<file path="src/rtl/nqcpu_isa_pkg.sv">
// Shared ISA constants for the 16-bit instruction format: primary opcodes, op kinds,
// branch conditions, ALU ops and encoder error codes.
package nqcpu_isa_pkg;

  // Primary opcodes in instr[15:12]
  localparam logic [3:0] OpcMath   = 4'h0;
  localparam logic [3:0] OpcShift  = 4'h1;
  localparam logic [3:0] OpcNotneg = 4'h2;
  localparam logic [3:0] OpcMem    = 4'h4;  // MOV, STORE and LOAD share this opcode
  localparam logic [3:0] OpcMovimm = 4'h5;
  localparam logic [3:0] OpcBranch = 4'h6;
  localparam logic [3:0] OpcJmp    = 4'h7;
  localparam logic [3:0] OpcAddpc  = 4'h8;
  localparam logic [3:0] OpcNop    = 4'hF;  // any of 9..F decodes as NOP

  typedef enum logic [3:0] {
    KindMath   = 4'd0,
    KindShift  = 4'd1,
    KindNotneg = 4'd2,
    KindMov    = 4'd3,
    KindStore  = 4'd4,
    KindLoad   = 4'd5,
    KindMovimm = 4'd6,
    KindLi16   = 4'd7,
    KindBranch = 4'd8,
    KindJmp    = 4'd9,
    KindAddpc  = 4'd10,
    KindNop    = 4'd11
  } op_kind_e;

  typedef enum logic [2:0] {
    CondEq     = 3'd0,
    CondNe     = 3'd1,
    CondLt     = 3'd2,
    CondGe     = 3'd3,
    CondGt     = 3'd4,
    CondLe     = 3'd5,
    CondRsvd   = 3'd6,
    CondAlways = 3'd7
  } br_cond_e;

  typedef enum logic [2:0] {
    AluAdd  = 3'd0,
    AluSub  = 3'd1,
    AluAnd  = 3'd2,
    AluOr   = 3'd3,
    AluXor  = 3'd4,
    AluSlt  = 3'd5,
    AluSltu = 3'd6,
    AluMul  = 3'd7
  } alu_op_e;

  typedef enum logic [1:0] {
    ErrNone  = 2'd0,
    ErrKind  = 2'd1,
    ErrCond  = 2'd2,
    ErrRange = 2'd3
  } err_code_e;

  // True when a 16-bit immediate is representable as a signed 8-bit value
  function automatic logic imm_fits_s8(input logic [15:0] imm);
    return imm[15:8] == {8{imm[7]}};
  endfunction

endpackage

</file>
<file path="src/rtl/instr_enc_pack.sv">
// Combinational field packer: turns one structured op into its instruction word(s)
// and classifies it as legal or not. Optional range check on signed 8-bit immediates
// is enabled by defining INSTR_ENC_RANGE_CHECK_EN.
module instr_enc_pack
  import nqcpu_isa_pkg::*;
#(
  parameter logic [15:0] NOP_WORD = 16'hF000
) (
  input  logic [3:0]  kind_i,
  input  logic [2:0]  sub_i,
  input  logic [2:0]  rd_i,
  input  logic [2:0]  rs1_i,
  input  logic [2:0]  rs2_i,
  input  logic [15:0] imm_i,
  output logic [15:0] word0_o,
  output logic [15:0] word1_o,
  output logic        two_words_o,
  output logic [1:0]  err_code_o
);

  logic imm_oor;

`ifdef INSTR_ENC_RANGE_CHECK_EN
  assign imm_oor = !imm_fits_s8(imm_i);
`else
  // Without the check the low byte is encoded as-is
  assign imm_oor = 1'b0;
`endif

  // Encode the op; word1 is only meaningful for LI16 (low-byte movimm)
  always_comb begin
    word0_o     = NOP_WORD;
    word1_o     = {OpcMovimm, rd_i, 1'b0, imm_i[7:0]};
    two_words_o = 1'b0;
    err_code_o  = ErrNone;
    unique case (kind_i)
      KindMath:   word0_o = {OpcMath, rd_i, sub_i[2], rs1_i, rs2_i, sub_i[1:0]};
      KindShift:  word0_o = {OpcShift, rd_i, sub_i[2], rs1_i, rs2_i, sub_i[1:0]};
      KindNotneg: word0_o = {OpcNotneg, rd_i, sub_i[0], 3'b000, rs2_i, 2'b00};
      KindMov:    word0_o = {OpcMem, rd_i, 1'b0, rs1_i, 5'b00100};
      KindStore:  word0_o = {OpcMem, rd_i, 1'b1, rs1_i, 2'b00, sub_i[0], 2'b00};
      KindLoad:   word0_o = {OpcMem, rd_i, 1'b1, rs1_i, sub_i[1], 1'b0, sub_i[0], 2'b01};
      KindMovimm: word0_o = {OpcMovimm, rd_i, sub_i[0], imm_i[7:0]};
      KindLi16: begin
        word0_o     = {OpcMovimm, rd_i, 1'b1, imm_i[15:8]};
        two_words_o = 1'b1;
      end
      KindBranch: begin
        word0_o = {OpcBranch, sub_i, 1'b0, imm_i[7:0]};
        if (sub_i == CondRsvd) begin
          err_code_o = ErrCond;
        end else if (imm_oor) begin
          err_code_o = ErrRange;
        end
      end
      KindJmp:    word0_o = {OpcJmp, 4'b0000, rs1_i, 5'b00000};
      KindAddpc: begin
        word0_o = {OpcAddpc, rd_i, 1'b0, imm_i[7:0]};
        if (imm_oor) begin
          err_code_o = ErrRange;
        end
      end
      KindNop:    word0_o = NOP_WORD;
      default:    err_code_o = ErrKind;
    endcase
  end

endmodule

</file>
<file path="src/rtl/instr_encoder.sv">
// Macro-op encoder: accepts structured ops over valid/ready and emits packed 16-bit
// instruction words over a second valid/ready, expanding LI16 into two movimm words.
// Build option: INSTR_ENC_RANGE_CHECK_EN rejects out-of-range BRANCH/ADDPC immediates.
module instr_encoder
  import nqcpu_isa_pkg::*;
#(
  parameter logic [15:0] NOP_WORD = 16'hF000
) (
  input  logic        clk,
  input  logic        reset,
  input  logic        op_valid,
  output logic        op_ready,
  input  logic [3:0]  op_kind,
  input  logic [2:0]  op_sub,
  input  logic [2:0]  op_rd,
  input  logic [2:0]  op_rs1,
  input  logic [2:0]  op_rs2,
  input  logic [15:0] op_imm,
  output logic        instr_valid,
  input  logic        instr_ready,
  output logic [15:0] instr,
  output logic        instr_last,
  output logic        err,
  output logic [1:0]  err_code
);

  typedef enum logic [1:0] {StEmpty, StLast, StFirst} state_e;

  state_e      state_q, state_d;
  logic [15:0] instr_q, instr_d;
  logic [15:0] word1_q, word1_d;
  logic        last_q, last_d;
  logic        err_q, err_d;
  logic [1:0]  err_code_q, err_code_d;

  logic [15:0] pk_word0, pk_word1;
  logic        pk_two;
  logic [1:0]  pk_err;

  instr_enc_pack #(
    .NOP_WORD(NOP_WORD)
  ) u_pack (
    .kind_i     (op_kind),
    .sub_i      (op_sub),
    .rd_i       (op_rd),
    .rs1_i      (op_rs1),
    .rs2_i      (op_rs2),
    .imm_i      (op_imm),
    .word0_o    (pk_word0),
    .word1_o    (pk_word1),
    .two_words_o(pk_two),
    .err_code_o (pk_err)
  );

  // Handshake and next-state: a held final word may be replaced in the cycle it drains
  always_comb begin
    state_d    = state_q;
    instr_d    = instr_q;
    last_d     = last_q;
    word1_d    = word1_q;
    err_d      = 1'b0;
    err_code_d = ErrNone;
    unique case (state_q)
      StEmpty: op_ready = 1'b1;
      StLast:  op_ready = instr_ready;
      StFirst: op_ready = 1'b0;
      default: op_ready = 1'b0;
    endcase

    if (state_q == StFirst) begin
      if (instr_ready) begin
        instr_d = word1_q;
        last_d  = 1'b1;
        state_d = StLast;
      end
    end else if (op_valid && op_ready) begin
      if (pk_err != ErrNone) begin
        // Rejected op consumes the slot but produces no word
        err_d      = 1'b1;
        err_code_d = pk_err;
        state_d    = StEmpty;
      end else begin
        instr_d = pk_word0;
        last_d  = !pk_two;
        word1_d = pk_word1;
        state_d = pk_two ? StFirst : StLast;
      end
    end else if (state_q == StLast && instr_ready) begin
      state_d = StEmpty;
    end
  end

  // State and output registers
  always_ff @(posedge clk or posedge reset) begin
    if (reset) begin
      state_q    <= StEmpty;
      instr_q    <= 16'h0000;
      word1_q    <= 16'h0000;
      last_q     <= 1'b0;
      err_q      <= 1'b0;
      err_code_q <= 2'd0;
    end else begin
      state_q    <= state_d;
      instr_q    <= instr_d;
      word1_q    <= word1_d;
      last_q     <= last_d;
      err_q      <= err_d;
      err_code_q <= err_code_d;
    end
  end

  assign instr_valid = (state_q != StEmpty);
  assign instr       = instr_q;
  assign instr_last  = last_q;
  assign err         = err_q;
  assign err_code    = err_code_q;

endmodule

</file>
<file path="config.mk">
export PLATFORM = sky130hd
export DESIGN_NAME = instr_encoder
export DESIGN_NICKNAME = d
export VERILOG_FILES = /design/src/rtl/nqcpu_isa_pkg.sv /design/src/rtl/instr_enc_pack.sv /design/src/rtl/instr_encoder.sv
export SDC_FILE = /design/constraint.sdc
export NUM_CORES = 1
export LEC_CHECK = 0
export CORE_UTILIZATION = 49
export DETAILED_ROUTE_END_ITERATION = 8
export PLACE_DENSITY = 0.9
export SYNTH_ARGS = -nofsm -noshare
export SYNTH_HDL_FRONTEND = slang
export SYNTH_HIERARCHICAL = 1
export SYNTH_SLANG_ARGS = --single-unit
</file>
<file path="constraint.sdc">
create_clock -name clk -period 2.75 [get_ports clk]
set_clock_uncertainty 0.15 [all_clocks]
set_input_delay 0.55 -clock clk [delete_from_list [all_inputs] [get_ports clk]]
set_output_delay 0.55 -clock clk [all_outputs]
set_load 0.02 [all_outputs]
</file>
# Word level (Yosys, flattened, before mapping)
# Cells that the tools add are included.
totals:
  memories: 0
  input_bits: 36
  register_bits: 34
  mem_bits_ro: 0
  latch_bits: 0
  wordCells: 62
  mem_bits_rw: 0
classes:
  addsub: 0
  order_cmp: 0
  n_reduce_logical: 13
  div_mod_pow: 0
  n_eq_ne: 16
  n_bitwise: 2
  multipliers: 0
  shifts: 0
  mux: 25
op_table:
  columns: ["op", "n"]
  rows:
  - ["$pmux W16 S11", 1]
  - ["$mux W16", 4]
  - ["$mux W2", 10]
  - ["$eq A4 B3 Y1 const B", 4]
  - ["$eq A4 B4 Y1 const B", 4]
  - ["$reduce_or A11 Y1", 1]
  - ["$eq A4 B2 Y1 const B", 2]
  - ["$mux W1", 8]
  - ["$reduce_and A3 Y1", 2]
  - ["$reduce_bool A2 Y1", 3]
  - ["$eq A4 B1 Y1 const B", 1]
  - ["$logic_not A4 Y1", 1]
  - ["$ne A2 B2 Y1 const B", 2]
  - ["$pmux W2 S2", 1]
  - ["$eq A3 B3 Y1 const B", 1]
  - ["$reduce_bool A3 Y1", 1]
  - ["$eq A2 B1 Y1 const B", 1]
  - ["$eq A2 B2 Y1 const B", 1]
  - ["$logic_and A1 B1 Y1", 2]
  - ["$logic_not A2 Y1", 1]
  - ["$not A1 Y1", 2]
  - ["$pmux W1 S2", 1]
  - ["$reduce_and A2 Y1", 1]
  - ["$logic_not A1 Y1", 1]

# Logic depth before layout (Yosys ltp)
# Gate-level depths: netlist of the first run.
depth:
  ltp_word: 7
  mapped_depth: 10

# Modules after synthesis
# Netlist of the first run, hierarchy kept.
modules_own_cells:
  columns: ["mod", "cells_each", "instances", "area_per_inst_um2"]
  rows:
  - ["instr_encoder", 133, 1, 1646.6]
  - ["instr_enc_pack", 79, 1, 554.3]

# Worst setup path before layout of the first run
# No wires, ideal clock.
synth_path:
  kind: "input port to flip-flop"
  from: "input port op_kind[3]"
  to: "register word1_q[2]"
  cell_stages: 9
  arrival_time_ns: 2.470
  required_time_ns: 2.475
  path_slack_ns: 0.005
  setup_time_ns: 0.125
  path_cell_list: "buf_6 > nor2b_1 > and2_1 > and4b_1 > or4b_4 > buf_6 > nor2_8 > buf_4 > mux2_2"
synth_between:
  elab_chain_cells: 6
  word_cells_on_any_way: 17
  classes_between: "11 x eq/ne; 1 x mux; 1 x bitwise; 4 x reduce/logical"
synth_lines:
  columns: ["item", "line_no", "rtl"]
  rows:
  - ["start, declared", "instr_encoder.sv:13", "input logic [3:0] op_kind,"]
  - ["$eq A4 B1 Y1 (tied with other cells)", "instr_enc_pack.sv:36", "unique case (kind_i)"]
  - ["$reduce_or A11 Y1 (no line)", null, null]
  - ["$pmux W2 S2 *", "instr_enc_pack.sv:36", null]
  - ["net pk_err[1]", "instr_encoder.sv:38", "logic [1:0] pk_err;"]
  - ["$reduce_bool A2 Y1 *", "instr_encoder.sv:77", "if (pk_err != ErrNone) begin"]
  - ["$not A1 Y1 (no line) *", null, null]
  - ["$reduce_and A3 Y1 (no line) *", null, null]
  - ["end signal, assigned", "instr_encoder.sv:105", "word1_q <= word1_d;"]
  - ["end, declared", "instr_encoder.sv:31", "logic [15:0] word1_q, word1_d;"]
# Mark *: on every way through the listed nets, which the timed path passes. The rest lies on a longest branch.
# A chain may end at the register's enable or synchronous reset.

==> results of run 1 <==
-- metal layers --
metal | vias to the layer above | GRT usage, % | wire [um]
met5 | - | 0 | 0
met4 | 0 | 8.62 | 116
met3 | 12 | 6.43 | 300
met2 | 58 | 40.0 | 2800
met1 | 910 | 31.3 | 2340
li1 | 887 | - | -
-- cell families (layout without fill, tap and decap cells) --
kind of cell | Yosys count | after routing | share of synthesized area (%)
AND/OR/NAND/NOR | 36 | 37 | 10.6
multiplexers | 19 | 19 | 9.55
AO/OA/AOI/OAI | 61 | 61 | 21.3
other | 2 | 5 | 0.341
XOR/XNOR | 2 | 2 | 0.796
adder cells (fa/ha/maj) | 1 | 1 | 0.512
buffers and inverters | 53 | 112 | 13.7
flip-flops | 38 | 38 | 43.2
-- stage by stage --
step	util, %	cells	instance area, um^2
finish	68.1	327	2940
global route	68.1	327	2940
CTS	67.8	326	2930
detailed placement	65.2	319	2820
global placement	65.2	319	2820
floorplan	-	215	2210
-- cell type report --
cell class	count	area share (%)
multi-input cells	125	33.0
clock buffers	6	2.80
clock inverters	1	1.02
repair buffers	82	25.8
well taps	52	2.21
inverters	23	2.93
flip-flops and latches	38	32.3
-- sequential cells by signal, indices dropped and copies added (netlist names) --
register	count
instr_last	1
instr	16
word1_q	16
err_code	2
state_q	2
err	1
-- report_power, final --
group          internal [mW]  switching (mW)  leakage, nW
clock network          0.290           0.199       0.0573
logic                  0.302           0.282        0.810
registers              0.676          0.0665        0.440
total                   1.27           0.548         1.31
-- path summary, 6_finish.rpt --
| check | from | to | depth (start not counted) | slack [ns] |
|---|---|---|---|---|
| worst max-delay path | op_kind[3] | word1_q[15]$_DFFE_PP0P_ | 7 | 0.09 |
| worst min-delay path | word1_q[1]$_DFFE_PP0P_ | word1_q[1]$_DFFE_PP0P_ | 1 | 0.34 |
| worst max register to register | state_q[1]$_DFFE_PP0P_ | word1_q[15]$_DFFE_PP0P_ | 3 | 0.76 |
| worst min register to register | word1_q[1]$_DFFE_PP0P_ | word1_q[1]$_DFFE_PP0P_ | 1 | 0.34 |
| max in group asynchronous | reset | word1_q[9]$_DFFE_PP0P_ | 3 | 1.59 |
| min in group asynchronous | reset | instr[0]$_DFFE_PP0P_ | 3 | 0.52 |
-- cells in the final DEF (no fill, tap or decap), types with 2 or more instances in the layout --
cell type and count:
clkdlybuf4s50_1 57, dfrtp_1 38, buf_4 25, inv_1 22
a31oi_1 18, o32ai_1 16, mux2_2 10, mux2_1 6
clkbuf_8 6, nand2_1 5, nor2_1 5, and2_1 5
conb_1 5, a22o_1 4, nor2b_1 3, a221o_1 3
nand3_1 3, a21oi_1 3, mux2i_1 3, a21o_1 2
nand3b_1 2, o21ai_0 2, and4b_1 2, and4_1 2
o2bb2ai_1 2
-- worst max-delay path, cell delays in order --
cell,delay [ns]
clkdlybuf4s50_1,0.43
nor2b_1,0.16
and2_1,0.16
and4b_1,0.19
or4b_4,0.57
nor2_4,0.27
mux2_1,0.36
==> metrics.cfg, run 1 <==
[outcome]
status = complete, no violations

[final_layout]
regArea_um2 = 951
layout.nets = 311
syn2layout_area_growth_pct = 33.8
antennaDiodeCount = 0
nFillCells = 329
layout-drive-gt1-share_pct = 18.2
multiInputGateArea_um2 = 971

[yosys]
yosysSeqAreaShare_pct = 43.2
ys_ff_latch = 38
synthTopCellsByArea = dfrtp_1 43%, o32ai_1 6.4%, buf_4 6.1%
synthDistinctLibCells = 51
yosys.area.top_type = dfrtp_1
ys.flop_type = dfrtp_1
synthArstFlopShare_pct = 100
synth.avg_cell_area_um2 = 10.4
synth_cells = 212
yosysWarnings = 6
synth_top_area_share_pct = 43.2
synth.most_common_cell = dfrtp_1
synth_edf_count = 0
synthTopCellsByCount = 38 x dfrtp_1, 22 x inv_1, 18 x a31oi_1, 18 x buf_4, 16 x o32ai_1
netlist_area_um2 = 2200

[critical_path]
startpoint_type = primary input
endpoint_kind = flip-flop
cp.required_ns = 2.78
worstPathMaxFanout = 8
path_class = in2reg
arrival_ns = 2.69

[die]
design.core.area_um2 = 4320
die_h_um = 69.0
fp.dieW_um = 69.0
dieArea_um2 = 4760
start_util_pct = 50.9
ios = 58
rows = 24

[sta]
tns_ns = 0
fin_crit_ns = 2.66
setup-violations-final = 0
setup_ws_ns = 0.0857
drv_slew = 0
holdWs_ns = 0.341
rsz0062_at_grt = no
timing.fmax_ghz = 0.375
final.period_utilization_pct = 96.9
hold_violations = 0

[cts]
postCtsSetupRepairBufs = 0
clkTransAtPathRegs_ns = 0.07
cts.sinks = 38
post_cts_resize_count = 0
cts.htree.levels = 2
cts.path.max_buffers = 2
cts_root_buf = clkbuf_8
cts_tree = done
cts_hold_buf = 0
numCtsBuffers = 5
clk_latency_ns = 0.30

[global_route]
grt_use_total_pct = 24.5
grt_pass1_wl_um = 9050
antenna_found_initial = 0
grt_pass1_vias = 1809
overflow = 0
grt_start_max_net_pins = 39

[placed_design]
port_buffers = 57
dp_hpwl_um = 3960
pre_cts_slack_ns = -0.240
gp_congestion = 0.935

[routing]
wl_per_cell_um = 17.0
drc = 0
num_vias = 1867
vias_per_cell = 5.71
drtAntennaViolNets = 0
drt_iter0_markers = 160
routed_wl_um = 5560
firstDrtPassIters = 4

[flow_run]
max_cap_viol_count = 0

[power_and_ir_drop]
power_leakage_nw = 1.31
p_per_area_nw_per_um2 = 617
p_total_mw = 1.82
ir_drop_uv = 469

[hold_path]
hold_class = reg2reg

(Power assumes the default switching activity.)
==> run 2: changes to the inputs <==
==> constraint.sdc (replaced) <==
create_clock -name clk -period 2.7 [get_ports clk]
set_clock_uncertainty 0.15 [all_clocks]
set_input_delay 0.54 -clock clk [delete_from_list [all_inputs] [get_ports clk]]
set_output_delay 0.54 -clock clk [all_outputs]
set_load 0.02 [all_outputs]
==> run 2 against run 1 <==
The flow now finishes with violations (negative setup slack). Critical path depth did not move. Routed wire length rose by 5.6%. Non-clock buffer count rose by 2. Cell count rose by 0.92%. Die area did not move. Clock power fell by 18%.
==> metrics.cfg, run 2 (synthesized netlist as in run 1, its figures left out) <==
[final_layout]
final_cells = 330  ; was 327
layout.nets = 313  ; was 311
antennaDiodeCount = 0  ; unchanged
layout-drive-gt1-share_pct = 20.5  ; was 18.2%
fin_util_pct = 68.6  ; was 68.1%
syn2layout_area_growth_pct = 34.8  ; was 33.8%
final_common_cell = clkdlybuf4s50_1  ; unchanged
final_cell_mix = 55 x clkdlybuf4s50_1, 38 x dfrtp_1, 27 x buf_4  ; was 57 x clkdlybuf4s50_1, 38 x dfrtp_1, 25 x buf_4

[placed_design]
pre_cts_slack_ns = -0.307  ; was -0.240 ns
dpl.cell_count = 317  ; was 319
dp_hpwl_um = 4010  ; was 3960 um
port_buffers = 57  ; unchanged
gp_congestion = 0.922  ; was 0.935

[cts]
clk_latency_ns = 0.29  ; was 0.30 ns
cts_tree = done  ; unchanged
cts_root_buf = clkbuf_8  ; unchanged
cts.htree.levels = 2  ; unchanged
cts.sinks = 38  ; unchanged
cts_hold_buf = 0  ; unchanged
numCtsBuffers = 5  ; unchanged
clkTransAtPathRegs_ns = 0.07  ; about the same
cts.path.max_buffers = 2  ; unchanged

[global_route]
overflow = 0  ; unchanged
antenna_found_initial = 0  ; unchanged
grt_use_total_pct = 24.5  ; about the same
grt_start_max_net_pins = 39  ; unchanged
grt_pass1_wl_um = 9230  ; was 9050 um
grt_pass1_vias = 1928  ; was 1809

[routing]
wl_per_cell_um = 17.8  ; was 17.0 um
firstDrtPassIters = 5  ; was 4
num_vias = 1947  ; was 1867
drc = 0  ; unchanged
routed_wl_um = 5870  ; was 5560 um
drtAntennaViolNets = 0  ; unchanged
vias_per_cell = 5.90  ; was 5.71
drt_iter0_markers = 160  ; unchanged

[power_and_ir_drop]
p_per_area_nw_per_um2 = 596  ; was 617 nW/um^2
internal_power_mw = 1.21  ; was 1.27 mW
power_leakage_nw = 1.34  ; was 1.31 nW
ir_drop_uv = 453  ; was 469 uV
p_seq_share_pct = 42.9  ; was 40.9%
p_total_mw = 1.77  ; was 1.82 mW
p_comb_share_pct = 34.5  ; was 32.2%
p_clk_share_pct = 22.6  ; was 26.9%
swShare_pct = 31.5  ; was 30.1%
p_switching_mw = 0.557  ; was 0.548 mW

[die]
dieArea_um2 = 4760  ; unchanged
ios = 58  ; unchanged
start_util_pct = 50.9  ; unchanged
design.core.area_um2 = 4320  ; unchanged
rows = 24  ; unchanged
die_h_um = 69.0  ; unchanged
fp.dieW_um = 69.0  ; unchanged

[hold_path]
hp-start = word1_q[6]$_DFFE_PP0P_  ; was word1_q[1]$_DFFE_PP0P_
hold_class = reg2reg  ; unchanged
hold_depth = 1  ; unchanged
hold_path_end = word1_q[6]$_DFFE_PP0P_  ; was word1_q[1]$_DFFE_PP0P_

[critical_path]
r2r_end = word1_q[3]$_DFFE_PP0P_  ; was word1_q[15]$_DFFE_PP0P_
endpoint_kind = flip-flop  ; unchanged
worstReg2RegStart = state_q[1]$_DFFE_PP0P_  ; unchanged
worst-r2r-setup-slack_ns = 0.66  ; was 0.76 ns
ff2ff_path_depth = 3  ; unchanged
cp.required_ns = 2.73  ; was 2.78 ns
path_class = in2reg  ; unchanged
startpoint_type = primary input  ; unchanged
worstPathMaxFanout = 8  ; unchanged
arrival_ns = 2.73  ; was 2.69 ns

[sta]
hold_violations = 0  ; unchanged
final.period_utilization_pct = 100
tns_ns = -0.000198  ; was 0 ns
setup_ws_ns = -0.000198  ; was 0.0857 ns
timing.fmax_ghz = 0.370
drv_slew = 0  ; unchanged
setup-violations-final = 1  ; was 0
fin_crit_ns = 2.70

[flow_run]
max_cap_viol_count = 0  ; unchanged

[outcome]
status = finished with violations  ; was complete, no violations
violations = negative setup slack

[run 2: per-layer routing]
| layer | global-route usage [%] | up-vias | share of wire, % |
|---|---|---|---|
| met5 | 0 | - | 0 |
| met3 | 5.56 | 17 | 6.3 |
| li1 | - | 896 | - |
| met1 | 29.4 | 936 | 40 |
| met4 | 11.1 | 0 | 2.5 |
| met2 | 41.7 | 98 | 51 |
[run 2: per-stage QoR]
stage / area, um^2 / hold WS [ns]
floorplan: 2220 / 0.309
global placement: 2810 / 0.318
detailed placement: 2810 / 0.326
CTS: 2900 / 0.342
global route: 2970 / 0.371
finish: 2970 / 0.343
[run 2: worst max-delay path by stage]
| stage | startpoint | end | slack [ns] |
|---|---|---|---|
| final | op_kind[2] | word1_q[3]$_DFFE_PP0P_ | -0.0002 |
| after global routing | op_kind[2] | word1_q[3]$_DFFE_PP0P_ | -0.03 |
| after CTS | op_kind[3] | word1_q[15]$_DFFE_PP0P_ | 0.02 |
| after detailed placement | op_kind[3] | word1_q[15]$_DFFE_PP0P_ | -0.31 |
| after global placement | op_kind[3] | word1_q[7]$_DFFE_PP0P_ | -0.24 |
| after floorplan | op_kind[3] | word1_q[2]$_DFFE_PP0P_ | 0.02 |
[run 2: cell type report]
| cell class | instances | area (um^2) |
|---|---|---|
| Timing Repair Buffer | 84 | 778 |
| Inverter | 23 | 86.3 |
| Sequential cell | 38 | 951 |
| Clock buffer | 7 | 86.3 |
| Fill cell | 335 | 1360 |
| Multi-Input combinational cell | 125 | 995 |
| Clock inverter | 1 | 5.00 |
| Tap cell | 52 | 65.1 |
[run 2: repair_timing]
item / 4_1_cts / 5_1_grt
setup buffers: 0 / 4
cloned: 0 / 1
resized for setup: 0 / 7
pin swaps: 1 / 2
hold endpoints to repair: 0 / 0
endpoints found under the setup margin: 3 / 17
[run 2: power groups by stage]
stage          registers [mW]  logic (mW)  clock network, mW
3_5_place_dp            0.766       0.585                  0
5_1_grt                 0.773       0.654              0.426
3_3_place_gp            0.758       0.570                  0
4_1_cts                 0.756       0.589              0.406
6_report                0.759       0.610              0.399
2_1_floorplan           0.829       0.266                  0
[run 2: worst max-delay path, cell delays in order]
cell	delay [ns]
clkdlybuf4s50_1	0.49
nor2_1	0.06
and2_4	0.14
and4b_1	0.19
or4b_4	0.61
nor2_4	0.31
mux2_2	0.38
==> patch 1 (flow settings as in run 1) <==
Reset style: synchronous (`reset`), changed in one clocked block.
--- a/src/rtl/instr_encoder.sv
+++ b/src/rtl/instr_encoder.sv
@@ -92,5 +92,5 @@
 
   // State and output registers
-  always_ff @(posedge clk or posedge reset) begin
+  always_ff @(posedge clk) begin
     if (reset) begin
       state_q    <= StEmpty;
Check against the original RTL: differs if reset is asserted again (counterexample within 4 cycles, from zero or initial values and one cycle with reset high); with reset held inactive, the same outputs for 10 cycles.
==> patch 1 against run 1 <==
Die area rose by 9.0%. Wire length increased by 19%. Power down 13%. Design area is 4.5% higher. Core utilization shrank 2.9 points. Worst setup slack better by 0.068 ns. Sequential share of layout area decreased by 7.6 points. Area after synthesis rose by 9.3%. Maximum frequency increased by 2.6%. Sequential cell count unchanged. Synthesized cell count increased by 32%. Clock power shrank 4%. Non-clock buffer count shrank 7. Critical endpoint is now op_ready. Largest cell class unchanged.
==> patch 1: results <==
group,metric,value,unit
cts,clk_latency,0.30,ns
cts,cts-root-buf,"clkbuf_8",
worst_setup_path,critical_path.max_fanout,5,
place,gp_congestion,0.891,
place,dp_hpwl,4740,µm
global_route,grt_pass1_vias,2195,
global_route,grt.busiest_layer,"met2",
cts,clkTransAtPathRegs,0.07,ns
worst_setup_path,slowest_delay,0.61,ns
layout,drive_gt1_frac,0.149,
detailed_routing,first_pass_iters,5,
global_route,grtUsageMet2,0.419,
synth,ys_types,52,
layout,fin_nets,357,
worst_setup_path,critical-path-top-delay-family,"buffers and inverters",
worst_setup_path,cp_slowest_cell,"clkdlybuf4s50_1",
global_route,grtUsageTotal,0.259,
detailed_routing,num_vias,2397,
detailed_routing,wirelength,6600,µm
layout,fillers,383,
worst_setup_path,arrival,1.90,ns
power,p_leak,0.00119,µW
outcome,status,"complete, no violations",
detailed_routing,drc,0,
place,io_buffers,57,
synth,seq_area_frac_synth,0.316,
global_route,grt_util_met3,0.0472,
synth,synth_area_leaders,"dfxtp_1, mux2i_1, or3b_2",
global_route,grt_first_pass_wirelength,10400,µm
cts,cts_setup_buffers,0,
cts,cts_htree_levels,2,
run,cap_violations,0,
timing,max_slew_margin,0.253,
detailed_routing,drt_iter0_drc,246,
synth,postSynth.asyncResetShare,0,
synth,synth_commonest_cells,"dfxtp_1, a21oi_1, mux2i_1, nand2_1",
power,peakVddDrop,0.318,mV
global_route,grt_max_degree,25,
timing,fin_tns_setup,0,ns
global_route,grt_use_met1,0.331,
synth,synth_warnings,6,
place,place_ws,0.0939,ns
==> patch 1: per-stage QoR <==
| stage | utilization | power [µW] | instance area (µm²) | hold slack, ns | instances |
|---|---|---|---|---|---|
| floorplan | - | 938 | 2420 | 0.294 | 282 |
| global placement | 0.629 | 1110 | 2970 | 0.295 | 381 |
| detailed placement | 0.629 | 1120 | 2970 | 0.305 | 381 |
| CTS | 0.651 | 1580 | 3080 | 0.315 | 389 |
| global route | 0.651 | 1640 | 3080 | 0.332 | 389 |
| finish | 0.651 | 1580 | 3080 | 0.310 | 389 |
==> patch 1: where the power goes <==
group | internal (µW) | switching, µW
registers | 597 | 30.4
clock network | 271 | 198
logic | 239 | 247
==> patch 1: layout make-up <==
type                    instances  area [µm²]  share of cell area
flip-flops and latches         38         761               0.247
clock buffers                   7        76.3              0.0248
clock inverters                 1        30.0             0.00976
well taps                      67        83.8              0.0272
inverters                       5        18.8             0.00610
multi-input cells             196        1380               0.447
repair buffers                 75         731               0.237
==> patch 1: worst min-delay path, delay by kind of cell (launching register included) <==
family	cells	cell delay, ns
muxes	1	0.05
DFF	1	0.31
and+or+nand+nor	1	0.05
==> patch 1: logic make-up (layout without fill, tap and decap cells) <==
logic type / Yosys count / in the layout / synth area share
buffers and inverters: 48 / 88 / 0.116
other: 2 / 5 / 0.00312
AOI/OAI and AO/OA: 77 / 77 / 0.237
adders and majority gates: 1 / 1 / 0.00468
xor gates and xnor gates: 2 / 2 / 0.00729
DFF: 38 / 38 / 0.316
muxes: 20 / 20 / 0.0832
and+or+nand+nor: 91 / 91 / 0.233
==> patch 1: final timing paths <==
path / cells after the start / end / startpoint / slack [ns]
worst max register to register: 4 / instr[2] / state_q[0] / 0.54
worst max-delay path: 4 / op_ready / instr_ready / 0.15
worst min-delay path: 2 / instr[11] / instr[11] / 0.31
worst min register to register: 2 / instr[11] / instr[11] / 0.31
==> patch 1: routing by layer <==
metal / wire length, µm / up-vias
met5: 0 / -
met4: 313 / 0
met3: 506 / 32
met2: 3050 / 126
met1: 2730 / 1130
li1: - / 1109
==> patch 2 (config.mk and constraints of run 1) <==
Made on the original files. Add a define of `INSTR_ENC_RANGE_CHECK_EN`.
--- a/src/rtl/instr_enc_pack.sv
+++ b/src/rtl/instr_enc_pack.sv
@@ -2,4 +2,6 @@
 // and classifies it as legal or not. Optional range check on signed 8-bit immediates
 // is enabled by defining INSTR_ENC_RANGE_CHECK_EN.
+`define INSTR_ENC_RANGE_CHECK_EN
+
 module instr_enc_pack
   import nqcpu_isa_pkg::*;
Formal check against the unedited RTL: not equivalent (Yosys sat finds a counterexample within 4 cycles, from zero or initial values and one cycle with reset high).
==> patch 2 against run 1 <==
Maximum frequency decreased by 2.9%. Power increased by 4.7%. Worst setup slack got worse by 0.080 ns. Design area increased by 7.1%. Area after synthesis increased by 2.8%. Critical path depth increased by 1. Sequential cell count unchanged. First-iteration DRC count increased by 18%. Sequential share of layout area decreased by 2.2 points. Synthesized cell count increased by 6.1%. Clock power decreased by 3%. Non-clock buffer count increased by 6. Wire length increased by 7.5%. Critical endpoint is now instr[5]. Largest power group unchanged.
==> patch 2: results <==
group,metric,value,unit
place,placed_area,2900,µm²
cts,clk_latency,0.29,ns
cts,cts_htree_levels,2,
worst_setup_path,cp_slowest_cell,"or4b_4",
detailed_routing,wl_per_cell,17.3,µm
synth,ys_types,48,
worst_setup_path,arrival,2.76,ns
global_route,grtUsageTotal,0.254,
layout,fillers,327,
layout,fin_cells,346,
detailed_routing,drt_iter0_drc,188,
synth,postSynthCellCount,225,
layout,drive_gt1_frac,0.262,
detailed_routing,first_pass_iters,4,
power,peakVddDrop,0.359,mV
detailed_routing,num_vias,1994,
worst_setup_path,critical-path-top-delay-family,"simple AND/OR/NAND/NOR gates",
synth,seq_area_frac_synth,0.420,
cts,cts_buffer_depth,2,
place,io_buffers,57,
outcome,status,"complete, no violations",
place,gp_congestion,0.842,
global_route,grt_max_degree,39,
synth,synth_warnings,6,
synth,postSynth.asyncResetShare,1.00,
worst_setup_path,slowest_delay,0.58,ns
layout,antenna_cells,0,
synth,synth_commonest_cells,"dfrtp_1, inv_1, buf_4",
place,place_ws,-0.596,ns
place,dpl.cell_count,334,
cts,cts-root-buf,"clkbuf_8",
cts,cts_inserted_buffers,5,
global_route,antenna_found_initial,0,
power,p_leak,0.00142,µW
worst_setup_path,critical_path.max_fanout,8,
cts,clkTransAtPathRegs,0.08,ns
global_route,grt_first_pass_wirelength,9580,µm
place,dp_hpwl,3930,µm
synth,synth_area_leaders,"dfrtp_1, buf_4, o32ai_1",
hold_path,hold_path.class,"reg2reg",
==> patch 2: changes by cell type after synthesis, sizes merged, moves of 3 or more <==
cell / change
nand2: +6
nor2: +4
and2: -3
mux2i: -3
nor3: +4
inv: +3
nand2b: +3
==> patch 2: worst paths after layout <==
path                            start     endpoint  slack, ns  depth (start not counted)
max in group asynchronous       reset  word1_q[11]       1.61                          3
min reg2reg                word1_q[0]   word1_q[0]       0.35                          1
min                        word1_q[0]   word1_q[0]       0.35                          1
min in group asynchronous       reset     instr[0]       0.51                          3
max                         op_sub[2]     instr[5]      0.006                          8
max reg2reg                state_q[1]     instr[5]       0.76                          4
==> patch 2: layout make-up <==
| cell class | instances | area [µm²] | area share |
|---|---|---|---|
| timing repair buffer | 88 | 798 | 0.253 |
| sequential | 38 | 951 | 0.301 |
| clock inverter | 3 | 40.0 | 0.0127 |
| multi-input combinational | 134 | 1130 | 0.359 |
| tap | 52 | 65.1 | 0.0206 |
| clock buffer | 5 | 68.8 | 0.0218 |
| inverter | 26 | 97.6 | 0.0309 |
==> patch 2: cells by family after synthesis <==
kind of cell | synth area share
other | 0.00332
AOI/OAI and AO/OA | 0.212
muxes | 0.0796
adders and majority gates | 0.00498
and+or+nand+nor | 0.127
xor gates and xnor gates | 0.00774
DFF | 0.420
buffers and inverters | 0.144
==> patch 2: repair_timing <==
action,in CTS,in global routing
gates resized for setup,29,11
gates cloned,1,0
endpoints found under the setup margin,34,28
pin swaps,10,5
setup buffers,3,0
==> patch 2: where the power goes <==
group,total [µW],switching [µW],leakage (µW),internal [µW]
clock,472,205,0.0000579,267
sequential,767,80.4,0.000438,687
combinational,662,312,0.000924,350
==> patch 2: per-stage QoR <==
stage	utilization	power [µW]	TNS [ns]
floorplan	-	1100	0
CTS	0.709	1880	0
global route	0.719	1980	-0.0124
finish	0.719	1900	0
global placement	0.662	1350	-13.47
detailed placement	0.662	1370	-18.43
==> patch 2: worst register-to-register path: stages (launching register included) <==
cell and delay, ns:
dfrtp_1 0.45, or4b_4 0.66, buf_4 0.22, o32ai_1 0.32
a31oi_2 0.07
==> patch 2: metal layers <==
layer / routed length, µm / up-vias / track usage / share of wire
li1: - / 928 / - / -
met1: 2460 / 950 / 0.322 / 0.41
met2: 2990 / 99 / 0.422 / 0.50
met3: 363 / 17 / 0.0418 / 0.061
met4: 168 / 0 / 0.122 / 0.028
met5: 0 / - / 0 / 0
